`src/rtl/muldiv_unit_pkg.sv`:
```
// Shared encodings and context types for the iterative multiply/divide unit.
package muldiv_unit_pkg;

   localparam int unsigned MDU_WIDTH = 32;

   typedef enum logic [1:0] {
      MDU_MULT  = 2'b00,
      MDU_MULTU = 2'b01,
      MDU_DIV   = 2'b10,
      MDU_DIVU  = 2'b11
   } mdu_op_e;

   typedef enum logic [1:0] {
      MDU_S_IDLE = 2'b00,
      MDU_S_CALC = 2'b01,
      MDU_S_FIX  = 2'b10,
      MDU_S_DONE = 2'b11
   } mdu_state_e;

   // Per-operation context latched at start and consumed by the sign-fix cycle.
   typedef struct packed {
      logic is_div;
      logic neg_lo;
      logic neg_hi;
      logic dbz;
   } mdu_ctx_t;

endpackage

```
`src/rtl/muldiv_step.sv`:
```
// One iteration of the datapath: shift-add multiply or restoring-divide subtract-shift.
module muldiv_step
   import muldiv_unit_pkg::*;
#(
   parameter int unsigned WIDTH = MDU_WIDTH
) (
   input  logic                 is_div,
   input  logic [2*WIDTH-1:0]   acc,
   input  logic [WIDTH-1:0]     operand,
   output logic [2*WIDTH-1:0]   acc_next_c
);

   logic [WIDTH:0] sum;
   logic [WIDTH:0] shifted;
   logic [WIDTH:0] diff;

   // Multiply keeps {product_hi, multiplier}; divide keeps {remainder, dividend/quotient}.
   always_comb begin
      sum        = {1'b0, acc[2*WIDTH-1:WIDTH]} + (acc[0] ? {1'b0, operand} : '0);
      shifted    = {acc[2*WIDTH-1:WIDTH], acc[WIDTH-1]};
      diff       = shifted - {1'b0, operand};
      acc_next_c = {sum, acc[WIDTH-1:1]};
      if (is_div) begin
         if (shifted >= {1'b0, operand}) begin
            acc_next_c = {diff[WIDTH-1:0], acc[WIDTH-2:0], 1'b1};
         end else begin
            acc_next_c = {shifted[WIDTH-1:0], acc[WIDTH-2:0], 1'b0};
         end
      end
   end

endmodule

```
`src/rtl/muldiv_unit.sv`:
```
// Iterative mult/multu/div/divu sequencer owning HI/LO.
// Optional MULDIV_MTHILO_EN enables direct HI/LO writes through mthi_we/mtlo_we/wdata.
module muldiv_unit
   import muldiv_unit_pkg::*;
#(
   parameter int unsigned WIDTH = MDU_WIDTH
) (
   input  logic             clk,
   input  logic             rstn,
   input  logic             start,
   input  logic [1:0]       op,
   input  logic [WIDTH-1:0] a,
   input  logic [WIDTH-1:0] b,
   input  logic             flush,
   input  logic             mthi_we,
   input  logic             mtlo_we,
   input  logic [WIDTH-1:0] wdata,
   output logic             busy,
   output logic             done,
   output logic             div_by_zero,
   output logic [WIDTH-1:0] hi,
   output logic [WIDTH-1:0] lo
);

   localparam int unsigned CNT_W = $clog2(WIDTH);
   localparam int unsigned W2    = 2 * WIDTH;
   localparam logic [CNT_W-1:0] LAST_STEP = CNT_W'(WIDTH - 1);

   mdu_state_e       state, state_next;
   logic             accept_c;
   logic [CNT_W-1:0] step_cnt;
   logic [W2-1:0]    acc, acc_step_c;
   logic [WIDTH-1:0] operand;
   mdu_ctx_t         ctx;

   logic             is_signed_c, a_neg_c, b_neg_c;
   logic [WIDTH-1:0] a_mag_c, b_mag_c;
   logic [W2-1:0]    prod_fix_c;
   logic [WIDTH-1:0] quot_fix_c, rem_fix_c;

   assign is_signed_c = ~op[0];
   assign a_neg_c     = is_signed_c & a[WIDTH-1];
   assign b_neg_c     = is_signed_c & b[WIDTH-1];
   assign a_mag_c     = a_neg_c ? (~a + WIDTH'(1)) : a;
   assign b_mag_c     = b_neg_c ? (~b + WIDTH'(1)) : b;

   always_ff @(posedge clk or negedge rstn) begin
      if (!rstn) begin
         state <= MDU_S_IDLE;
         busy  <= 1'b0;
         done  <= 1'b0;
      end else begin
         state <= state_next;
         busy  <= (state_next == MDU_S_CALC) || (state_next == MDU_S_FIX);
         done  <= (state_next == MDU_S_DONE);
      end
   end

   // Flush overrides everything, including a start arriving in the same cycle.
   always_comb begin
      state_next = state;
      accept_c   = 1'b0;
      case (state)
         MDU_S_IDLE: begin
            if (start) begin
               accept_c   = 1'b1;
               state_next = MDU_S_CALC;
            end
         end
         MDU_S_CALC: begin
            if (step_cnt == LAST_STEP) state_next = MDU_S_FIX;
         end
         MDU_S_FIX:  state_next = MDU_S_DONE;
         MDU_S_DONE: begin
            if (start) begin
               accept_c   = 1'b1;
               state_next = MDU_S_CALC;
            end else begin
               state_next = MDU_S_IDLE;
            end
         end
         default: state_next = MDU_S_IDLE;
      endcase
      if (flush) begin
         state_next = MDU_S_IDLE;
         accept_c   = 1'b0;
      end
   end

   muldiv_step #(.WIDTH(WIDTH)) u_step (
      .is_div     (ctx.is_div),
      .acc        (acc),
      .operand    (operand),
      .acc_next_c (acc_step_c)
   );

   // Operands are latched as magnitudes; signs are reapplied in the fix cycle.
   always_ff @(posedge clk or negedge rstn) begin
      if (!rstn) begin
         step_cnt <= '0;
         acc      <= '0;
         operand  <= '0;
         ctx      <= '0;
      end else if (accept_c) begin
         step_cnt    <= '0;
         operand     <= op[1] ? b_mag_c : a_mag_c;
         acc         <= {WIDTH'(0), (op[1] ? a_mag_c : b_mag_c)};
         ctx.is_div  <= op[1];
         ctx.neg_lo  <= a_neg_c ^ b_neg_c;
         ctx.neg_hi  <= op[1] ? a_neg_c : (a_neg_c ^ b_neg_c);
         ctx.dbz     <= op[1] & (b == '0);
      end else if (state == MDU_S_CALC) begin
         step_cnt <= step_cnt + CNT_W'(1);
         acc      <= acc_step_c;
      end
   end

   assign prod_fix_c = ctx.neg_lo ? (~acc + W2'(1)) : acc;
   assign quot_fix_c = ctx.dbz ? '1 :
                       (ctx.neg_lo ? (~acc[WIDTH-1:0] + WIDTH'(1)) : acc[WIDTH-1:0]);
   assign rem_fix_c  = ctx.neg_hi ? (~acc[W2-1:WIDTH] + WIDTH'(1)) : acc[W2-1:WIDTH];

   always_ff @(posedge clk or negedge rstn) begin
      if (!rstn) begin
         hi          <= '0;
         lo          <= '0;
         div_by_zero <= 1'b0;
      end else begin
         if (accept_c) div_by_zero <= 1'b0;
         if (state == MDU_S_FIX) begin
            if (!flush) begin
               if (ctx.is_div) begin
                  hi          <= rem_fix_c;
                  lo          <= quot_fix_c;
                  div_by_zero <= ctx.dbz;
               end else begin
                  hi <= prod_fix_c[W2-1:WIDTH];
                  lo <= prod_fix_c[WIDTH-1:0];
               end
            end
         end
`ifdef MULDIV_MTHILO_EN
         else if (state != MDU_S_CALC) begin
            if (mthi_we) hi <= wdata;
            if (mtlo_we) lo <= wdata;
         end
`endif
      end
   end

`ifndef MULDIV_MTHILO_EN
   logic unused_mthilo_c;
   assign unused_mthilo_c = ^{mthi_we, mtlo_we, wdata};
`endif

endmodule

```
`config.mk`:
```
export PLATFORM = sky130hd
export DESIGN_NAME = muldiv_unit
export DESIGN_NICKNAME = d
export VERILOG_FILES = /design/src/rtl/muldiv_unit_pkg.sv /design/src/rtl/muldiv_step.sv /design/src/rtl/muldiv_unit.sv
export SDC_FILE = /design/constraint.sdc
export NUM_CORES = 1
export LEC_CHECK = 0
export CAP_MARGIN = 40
export CELL_PAD_IN_SITES_DETAIL_PLACEMENT = 1
export CELL_PAD_IN_SITES_GLOBAL_PLACEMENT = 1
export CORE_MARGIN = 10
export CORE_UTILIZATION = 44
export CTS_CLUSTER_DIAMETER = 50
export DETAILED_ROUTE_END_ITERATION = 12
export PLACE_DENSITY = 0.78
export SLEW_MARGIN = 20
export SYNTH_ARGS = -nofsm -noshare
export SYNTH_HDL_FRONTEND = slang
export SYNTH_HIERARCHICAL = 1
export SYNTH_SLANG_ARGS = --single-unit
```
`constraint.sdc`:
```
create_clock -name clk -period 4.6 [get_ports clk]
set_input_delay 1.15 -clock clk [delete_from_list [all_inputs] [get_ports clk]]
set_output_delay 1.15 -clock clk [all_outputs]
set_load 0.01 [all_outputs]
```
# After elaboration in Yosys (flattened, before gate mapping)
# Cells that the tools add are included.
# classes
add_sub_neg,8
magnitude_cmp,1
eq_ne,7
mux,30
n_bitwise,11
n_reduce_logical,6
# op_table
cell,n
32-bit two-way mux,10
64-bit two-way mux,5
"32-bit by 1-bit adder with 32-bit output, second input constant",4
32-bit NOT,4
"64-bit by 1-bit adder with 64-bit output, second input constant",1
64-bit NOT,1
32-bit by 32-bit adder with 33-bit output,1
33-bit by 32-bit >= comparator with 1-bit output,1
32-bit zero test,1
32-bit subtractor,1
5-bit two-way mux,2
1-bit two-way mux,9
"2-bit == test, second input constant",4
2-bit case mux with 4 select lines,1
2-bit two-way mux,3
"5-bit by 1-bit adder with 5-bit output, second input constant",1
"5-bit == test, second input constant",1
"2-bit by 1-bit == test with 1-bit output, second input constant",2
1-bit AND,3
2-bit zero test,1
1-bit NOT,2
2-bit AND reduction,1
2-bit nonzero test,1
2-bit OR reduction,1
other kinds (2),2
# totals
reg_bits,174
input_bits,104
out_inout_bits,67
wordCells,76

# Depth between registers and ports, before layout
# Gate-level depths: netlist (run 1).
# depth
depth_word,8
depth_mapped,15
ltp_nobuf,14

# Cells and area by module
# Netlist (run 1), hierarchy kept.
# by_module_without_submodules
module,n_inst,cells_each,area_per_inst_um2,seq_area_each_um2
muldiv_unit,1,1236,11035.6,4354.2
muldiv_step,1,685,4764.6,0.0

# Worst setup path after synthesis (run 1)
# Ideal clock, no wire load.
# synth_path
path_type,reg2reg
startpoint,reg acc[31]
endpoint,reg acc[62]
setup_ps,132
t_arrival_ps,3075
required_ps,4468
path_slack_ps,1393
path_stages_with_launch,15
path_buffers,0
period_less_slack_ps,3207
path_cell_list,dfrtp_1 -> inv_1 -> ha_1 -> inv_1 -> fa_1 -> a21o_1 -> a221o_2 -> a2111oi_4 -> nor2_2 -> o2111a_1 -> or3_1 -> a31oi_1 -> a22oi_1 -> mux2i_1 -> nor2_1
# synth_via
elab_chain_cells,5
elab_cells_between_ends,6
classes_between,1 x add/sub; 1 x order compare; 4 x mux
# synth_lines
item,line_no,rtl
"start, declared",muldiv_unit.sv:32,"logic [W2-1:0] acc, acc_step_c;"
"start signal, assigned",muldiv_unit.sv:107,"acc <= {WIDTH'(0), (op[1] ? a_mag_c : b_mag_c)};"
"start signal, assigned",muldiv_unit.sv:114,acc <= acc_step_c;
32-bit subtractor / 33-bit by 32-bit >= comparator with 1-bit output (equally long branches),"muldiv_step.sv:21, muldiv_step.sv:24",
64-bit two-way mux (*),muldiv_step.sv:24,"if (shifted >= {1'b0, operand}) begin"
64-bit two-way mux (*),muldiv_step.sv:23,if (is_div) begin
net acc_step_c[62],muldiv_unit.sv:32,
64-bit two-way mux (*),muldiv_unit.sv:112,end else if (state == MDU_S_CALC) begin
64-bit two-way mux (*),muldiv_unit.sv:104,end else if (accept_c) begin
# Mark *: on every way through the listed nets, which the timed path passes. The rest lies on a longest branch. The select of a mux whose other input is x is not followed.
# A chain may end at the register's enable or synchronous reset.

# Final worst setup path (run 1)
# layout_path
startpoint,reg acc[33]
endpoint,reg acc[33]
# layout_via
elab_chain_cells,5
elab_cells_between_ends,6
classes_between,1 x add/sub; 1 x order compare; 4 x mux
# layout_lines
item,line_no
33-bit by 32-bit >= comparator with 1-bit output,muldiv_step.sv:24
64-bit two-way mux,muldiv_step.sv:24
64-bit two-way mux (*),muldiv_step.sv:23
net acc_step_c[33],muldiv_unit.sv:32
64-bit two-way mux (*),muldiv_unit.sv:112
64-bit two-way mux (*),muldiv_unit.sv:104
# Marked as above.

==> results.toml, run 1 <==
[synthesis]
synth.top_cell.area_share = 0.276
ys_types = 94
synth_area_um2 = 15800
syn_inst = 1921
synth.most_common_cell = "nor2_1"
synthTopCellsByArea = "dfrtp_1 (28%), ha_1 (5.9%), mux2i_1 (5.9%), a21oi_1 (4.8%), xnor2_1 (4.7%)"
synth_area_per_cell_um2 = 8.22
ys_async_sr_fraction = 1.00
ys.flop_type = "dfrtp_1"
synthTopCellsByCount = "nor2_1 (188), dfrtp_1 (174), nand2_1 (161), a21oi_1 (152), o21ai_0 (101)"
synth-seq-cells = 174
synth_edf_count = 0
yosys.area.top_type = "dfrtp_1"
mappedNetlistNets = 2102
yosys_warnings = 6
ys_seq_area_frac = 0.276

[sta]
worst_hold_slack_ns = 0.485
rsz0062_at_grt = "no"
max_freq_mhz = 252
final-hold-violation-count = 0
min_period_ns = 3.98
fin_setup_tns_ns = 0
maxSlewHeadroom = 0.430
fin_skew_ns = 0.0125
period_share = 0.864
slew_violations = 0
final-setup-viol-count = 0
worst_pin_slew_ns = 0.854

[pwr]
ir_drop_mv = 0.347
leakage_nw = 7.70
p_per_area_nw_per_um2 = 621

[job]
drv_cap = 0

[global_routing]
grt_pass1_wl_um = 98200
grt_pass1_vias = 16600
grt_max_degree = 75
track_usage = 0.281
antenna_found_initial = 1
grt-ovfl-total = 0

[clock_network]
clock_latency_ns = 0.46
hold_buffers = 0
clockRootBuffer = "clkbuf_16"
cts_setup_buffers = 0
ctsLongestPathBuffers = 2
clock-sinks = 174
cts_tree = "done"
cts_buffers = 17
htree_levels = 4
cts_resized = 0
cts.clk_slew.worst_paths_ns = 0.07

[placed_design]
io_buffers = 136
dp_hpwl_um = 48900
gp_congestion = 0.966

[outcome]
status = "finished clean"

[worst_hold_path]
min_path_type = "reg -> reg"

[cells_and_area]
layout.area.seq_um2 = 4360
fillers = 4270
nets = 2210
multi_input_area_um2 = 10800
drive_above_1_share = 0.0852
syn2layout_area_growth_pct = 16.6

[setup_path]
crit_path_max_fanout = 9
crit_path_start_kind = "flop"
crit_type = "reg -> reg"
required_ns = 4.93
worstPathArrival_ns = 4.31
critPathCaptureType = "flop"

[route]
finalWirelength_um = 63100
drc = 0
wl_met3_um = 3100
drt_iter0_markers = 1192
met1_length_um = 27300
vias = 15900
wire_per_inst_um = 25.2
highest_layer = "met5"
wl_met2_um = 30700
vias_per_cell = 6.35
firstDrtPassIters = 6
detail-route-antenna-nets = 0

[floorplan]
rows = 69
die_h_um = 209
start_util = 0.445
fp.dieW_um = 209
die_area_um2 = 43900
core_um2 = 35500
pin_count = 171
[registers in the layout, indices dropped and copies added, names as in the netlist]
name and flops:
acc 64, busy 1, ctx 4, div_by_zero 1, done 1, hi 32, lo 32, operand 32
state 2, step_cnt 5
[critical path, cell delays in order (launching register included)]
cell and delay [ns]:
dfrtp_1 0.63, ha_1 0.38, and3b_1 0.25, o21a_1 0.22
o21a_1 0.18, o31ai_1 0.51, a21oi_2 0.26, a21oi_2 0.56
buf_4 0.28, mux2i_1 0.21, a21oi_1 0.10, mux2i_1 0.18
nor2_1 0.06
[routing by layer]
metal  up-vias  track usage
li1       7265            -
met1      8029        0.352
met2       470        0.474
met3       125       0.0486
met4         2       0.0990
met5         -            0
[where the power goes]
group | total (mW) | switching, mW | internal, mW | leakage (nW)
Clock | 1.53 | 0.700 | 0.834 | 0.279
Combinational | 7.17 | 4.23 | 2.93 | 5.20
Sequential | 2.73 | 0.801 | 1.93 | 2.22
Total | 11.4 | 5.74 | 5.70 | 7.70
[metrics by stage]
step	power (mW)	cells	setup WS (ns)	util	cell area, µm²
floorplan	7.37	1921	1.39	-	15800
global placement	9.48	2468	0.865	0.501	17800
detailed placement	9.71	2468	0.778	0.501	17800
CTS	11.3	2500	0.734	0.518	18400
global route	12.2	2503	0.471	0.519	18400
finish	11.4	2504	0.624	0.519	18400
[kinds of logic after synthesis]
kind of cell             count (synthesis)  synth area share
AO/OA/AOI/OAI                          564             0.237
multiplexers                           131            0.0862
buffers and inverters                  173            0.0437
XOR/XNOR                               162            0.0898
adder cells (fa/ha/maj)                 77            0.0619
flip-flops                             174             0.276
AND/OR/NAND/NOR                        640             0.206
[area by class of cell]
class                   instances  share of cell area
clock inverters                12             0.00734
diodes                          1            0.000136
flip-flops and latches        174               0.237
well taps                     461              0.0313
inverters                      72              0.0147
multi-input cells            1574               0.586
clock buffers                  20              0.0248
repair buffers                190              0.0993
[cell usage in the layout, fill, tap and decap left out, types with 33 or more instances in the layout]
| cell | count |
|---|---|
| nor2_1 | 188 |
| dfrtp_1 | 173 |
| nand2_1 | 161 |
| a21oi_1 | 150 |
| clkdlybuf4s50_1 | 135 |
| o21ai_0 | 101 |
| mux2i_1 | 93 |
| xnor2_1 | 85 |
| xor2_1 | 77 |
| ha_1 | 74 |
| inv_1 | 70 |
| and2_1 | 54 |
| buf_4 | 48 |
| nor3_1 | 41 |
| mux2_2 | 37 |
| a21o_1 | 36 |
| a31oi_1 | 35 |
| o31ai_1 | 33 |
[worst paths after layout]
kind / start / end / slack (ns) / cells past startpoint
max: acc[33] / acc[33] / 0.62 / 12
min: hi[6] / hi[6] / 0.49 / 2
max reg2reg: acc[33] / acc[33] / 0.62 / 12
min reg2reg: hi[6] / hi[6] / 0.49 / 2
max in group asynchronous: rstn / operand[7] / 3.05 / 2
min in group asynchronous: rstn / acc[58] / 0.66 / 1
Power figures use the tool's default switching activity.
==> run 2, diff against run 1 <==
--- a/config.mk
+++ b/config.mk
@@ -12,7 +12,7 @@
 export CORE_UTILIZATION = 44
 export CTS_CLUSTER_DIAMETER = 50
 export DETAILED_ROUTE_END_ITERATION = 12
-export PLACE_DENSITY = 0.78
+export PLACE_DENSITY = 0.82
 export SLEW_MARGIN = 20
 export SYNTH_ARGS = -nofsm -noshare
 export SYNTH_HDL_FRONTEND = slang
==> results.toml, run 2 (synthesis results as in run 1) <==
[sta]
final-setup-viol-count = 0
min_period_ns = 3.79
period_share = 0.824
rsz0062_at_grt = "no"
slew_violations = 0
max_freq_mhz = 264
final-hold-violation-count = 0
fin_skew_ns = 0.0119
worst_hold_slack_ns = 0.484
maxSlewHeadroom = 0.429
fin_setup_tns_ns = 0
worst_pin_slew_ns = 0.847

[setup_path]
timing.rr.start = "acc[0]"
r2r_cells = 14
required_ns = 4.93
critPathLaunch = "acc[0]"
worst_r2r_endpoint = "acc[63]"
crit_type = "reg -> reg"
rrSetupSlack_ns = 0.81
crit_path_max_fanout = 14
crit_path_start_kind = "flop"
critPathCaptureType = "flop"
critPathCapture = "acc[63]"
worstPathArrival_ns = 4.12

[floorplan]
die_h_um = 209
core_um2 = 35500
rows = 69
pin_count = 171
start_util = 0.445
fp.dieW_um = 209
die_area_um2 = 43900

[job]
drv_cap = 0

[global_routing]
grt_pass1_wl_um = 98100
grt-ovfl-total = 0
antenna_found_initial = 5
track_usage = 0.281
grt_max_degree = 74
grt_pass1_vias = 16500

[pwr]
leakage_nw = 7.72
ir_drop_mv = 0.356
p_per_area_nw_per_um2 = 620
power_mw = 11.4

[cells_and_area]
largest_reg_flops = 64
final_common_cell = "nor2_1"
drive_above_1_share = 0.0879
postLayoutCellArea_um2 = 18400
mostFrequentLayoutCells = "nor2_1 (188), dfrtp_1 (173), nand2_1 (161), a21oi_1 (150), clkdlybuf4s50_1 (135)"
nets = 2217
syn2layout_area_growth_pct = 16.6
final_core_util = 0.519
largest-register = "acc"

[clock_network]
htree_levels = 4
ctsLongestPathBuffers = 2
cts.clk_slew.worst_paths_ns = 0.07
clock-sinks = 174
clock_latency_ns = 0.47
cts_resized = 0
hold_buffers = 0
clockRootBuffer = "clkbuf_16"
cts_setup_buffers = 0
cts_buffers = 17
cts_tree = "done"

[placed_design]
place_area_um2 = 17800
dp_hpwl_um = 49800
gp_congestion = 0.945
io_buffers = 136

[worst_hold_path]
min_path_cells = 2
min_path_type = "reg -> reg"

[route]
vias_per_cell = 6.38
wire_per_inst_um = 25.2
firstDrtPassIters = 6
drt_iter0_markers = 1298
detail-route-antenna-nets = 0
finalWirelength_um = 63200
drc = 0
vias = 16000

[outcome]
status = "finished clean"
[run 2: cell count changes in the layout (fill, tap and decap cells not counted), sizes merged]
cell	previous run	this run
buf	55	62
clkinv	5	7
diode	1	3
bufinv	2	1
clkinvlp	4	2
[run 2: through the flow]
stage	setup slack (ns)	std cells
floorplan	1.39	1921
global placement	0.798	2473
detailed placement	0.676	2477
CTS	0.862	2508
global route	0.612	2512
finish	0.809	2512
[run 2: worst max-delay path, stage by stage, from the launching register on]
cell and delay [ns]:
dfrtp_1 0.57, and2_1 0.25, ha_1 0.22, fa_1 0.42, a21oi_1 0.21, o22ai_1 0.16
o31ai_1 0.26, buf_4 0.18, o31ai_2 0.12, a31oi_1 0.32, o211ai_1 0.18, a41oi_1 0.42
o21ai_1 0.12, mux2i_1 0.15, nor2_1 0.06
[run 2: worst min path at each step]
stage | startpoint | to | slack (ns)
floorplan | operand[29] | operand[29] | 0.45
global placement | hi[18] | hi[18] | 0.46
detailed placement | hi[3] | hi[3] | 0.47
CTS | hi[3] | hi[3] | 0.49
global route | hi[3] | hi[3] | 0.51
finish | hi[3] | hi[3] | 0.48
[run 2: where the power goes]
group	switching (mW)	internal [mW]	total, mW	leakage (nW)
logic	4.33	2.95	7.29	5.23
registers	0.740	1.93	2.67	2.22
clock network	0.688	0.765	1.45	0.270
total	5.76	5.65	11.4	7.72
[run 2: area by class of cell]
type                            count  area, µm²
Sequential cell                   174       4360
Inverter                           72        270
Fill cell                        4259      17100
Clock inverter                     11        113
Multi-Input combinational cell   1574      10800
Clock buffer                       20        447
Tap cell                          461        577
Timing Repair Buffer              197       1850
Antenna cell                        3       7.51
[run 2: layer usage]
layer  vias to the layer above  part of all wire  global-route usage
li1                       7287                 -                   -
met1                      8026              0.42               0.355
met5                         -           0.00021                   0
met3                       128             0.059              0.0410
met2                       594              0.47               0.459
met4                         2             0.049               0.140
==> run 3, diff against run 2 <==
==> constraint.sdc (replaced) <==
create_clock -name clk -period 3.89 [get_ports clk]
set_input_delay 0.9725 -clock clk [delete_from_list [all_inputs] [get_ports clk]]
set_output_delay 0.9725 -clock clk [all_outputs]
set_load 0.01 [all_outputs]
==> results.toml, run 3 (synthesis results as in run 1) <==
[global_routing]
grt-ovfl-total = 0
grt_max_degree = 84
grt_pass1_vias = 16900
grt_pass1_wl_um = 100000
track_usage = 0.287
antenna_found_initial = 1

[pwr]
ir_drop_mv = 0.434
clkPwrFrac = 0.129
leakage_nw = 7.89
p_switching_mw = 7.05
p_int_mw = 6.78
p_seq_frac = 0.221
netSwitchingFraction = 0.510
p_per_area_nw_per_um2 = 740
power_frac_comb = 0.651

[clock_network]
cts_buffers = 17
clock-sinks = 174
clockRootBuffer = "clkbuf_16"
htree_levels = 4
clock_latency_ns = 0.48
cts.clk_slew.worst_paths_ns = 0.08
ctsLongestPathBuffers = 2
hold_buffers = 0
cts_tree = "done"

[route]
drt_iter0_markers = 1237
drc = 0
vias = 16200
firstDrtPassIters = 7
detail-route-antenna-nets = 0
finalWirelength_um = 65100
vias_per_cell = 6.39
wire_per_inst_um = 25.6

[placed_design]
place_area_um2 = 18100
io_buffers = 136
dp_hpwl_um = 50900
gp_congestion = 0.989

[floorplan]
start_util = 0.445
fp.dieW_um = 209
core_um2 = 35500
die_h_um = 209
rows = 69
pin_count = 171
die_area_um2 = 43900

[setup_path]
r2r_cells = 14
worstPathArrival_ns = 4.13
crit_path_max_fanout = 9
crit_path_start_kind = "flop"
critPathLaunch = "acc[32]"
critPathCaptureType = "flop"
critPathCapture = "acc[57]"
crit_type = "reg -> reg"
timing.rr.start = "acc[32]"
rrSetupSlack_ns = 0.1
required_ns = 4.22
worst_r2r_endpoint = "acc[57]"

[sta]
final-setup-viol-count = 0
fin_setup_tns_ns = 0
rsz0062_at_grt = "no"
maxSlewHeadroom = 0.456
final-hold-violation-count = 0
period_share = 0.975
fin_skew_ns = 0.0124
min_period_ns = 3.79
max_freq_mhz = 264
slew_violations = 0
worst_pin_slew_ns = 0.807

[cells_and_area]
drive_above_1_share = 0.102
largest_reg_flops = 64
postLayoutCellArea_um2 = 18700
final_common_cell = "nor2_1"
nets = 2248
syn2layout_area_growth_pct = 18.3
mostFrequentLayoutCells = "nor2_1 (188), dfrtp_1 (173), nand2_1 (161), a21oi_1 (151), clkdlybuf4s50_1 (135)"
largest-register = "acc"

[job]
drv_cap = 0

[worst_hold_path]
min_path_type = "in -> async"

[outcome]
status = "finished clean"
==> run 3: layout make-up <==
| type | instances | area (µm²) |
|---|---|---|
| clock inverter | 15 | 149 |
| timing repair buffer | 228 | 2120 |
| sequential | 174 | 4360 |
| antenna | 1 | 2.50 |
| fill | 4295 | 16800 |
| inverter | 72 | 270 |
| multi-input combinational | 1574 | 10800 |
| clock buffer | 17 | 425 |
| tap | 461 | 577 |
==> run 3: worst min path at each step <==
stage,startpoint,to,cells after the start
6_report,rstn,acc[47],1
5_1_grt,rstn,acc[47],1
4_1_cts,hi[18],hi[18],2
3_5_place_dp,hi[18],hi[18],2
3_3_place_gp,hi[18],hi[18],2
2_1_floorplan,operand[29],operand[29],2
==> run 3: metrics by stage <==
stage               hold WS [ns]  worst slack (ns)  cells  utilization  total power, mW
CTS                        0.488             0.232   2539        0.526             13.6
finish                     0.324            0.0974   2542        0.527             13.8
detailed placement         0.471             0.258   2507        0.510             11.8
global route               0.323           0.00944   2542        0.527             14.7
global placement           0.463             0.341   2507        0.510             11.5
floorplan                  0.453             0.683   1921            -             8.72
==> run 3: repair_timing <==
action / in CTS / in global routing
setup buffers: 0 / 0
endpoints found under the setup margin: 0 / 1
resized for setup: 0 / 2
==> run 3: layer usage <==
metal | vias to the layer above | global-route usage | routed length, µm
met5 | - | 0 | 0
met4 | 0 | 0.143 | 2910
met3 | 141 | 0.0598 | 4110
met2 | 622 | 0.466 | 30600
met1 | 8110 | 0.356 | 27500
li1 | 7367 | - | -
==> run 3: power by group through the flow <==
stage / clock network (mW) / logic [mW] / registers [mW]
3_3_place_gp: 0 / 8.47 / 3.02
2_1_floorplan: 0 / 5.80 / 2.92
4_1_cts: 1.80 / 8.79 / 3.03
6_report: 1.78 / 9.00 / 3.05
5_1_grt: 1.87 / 9.68 / 3.10
3_5_place_dp: 0 / 8.72 / 3.06
==> run 3: worst max-delay path, cell delays in order, from the launching register on <==
cell	delay, ns
dfrtp_1	0.56
ha_1	0.34
fa_1	0.41
a21oi_1	0.27
o22ai_1	0.19
o31ai_1	0.29
buf_4	0.19
o31ai_2	0.06
buf_4	0.17
a31o_1	0.24
a31oi_1	0.21
xor2_1	0.38
a32oi_1	0.12
mux2i_1	0.17
nor2_1	0.06
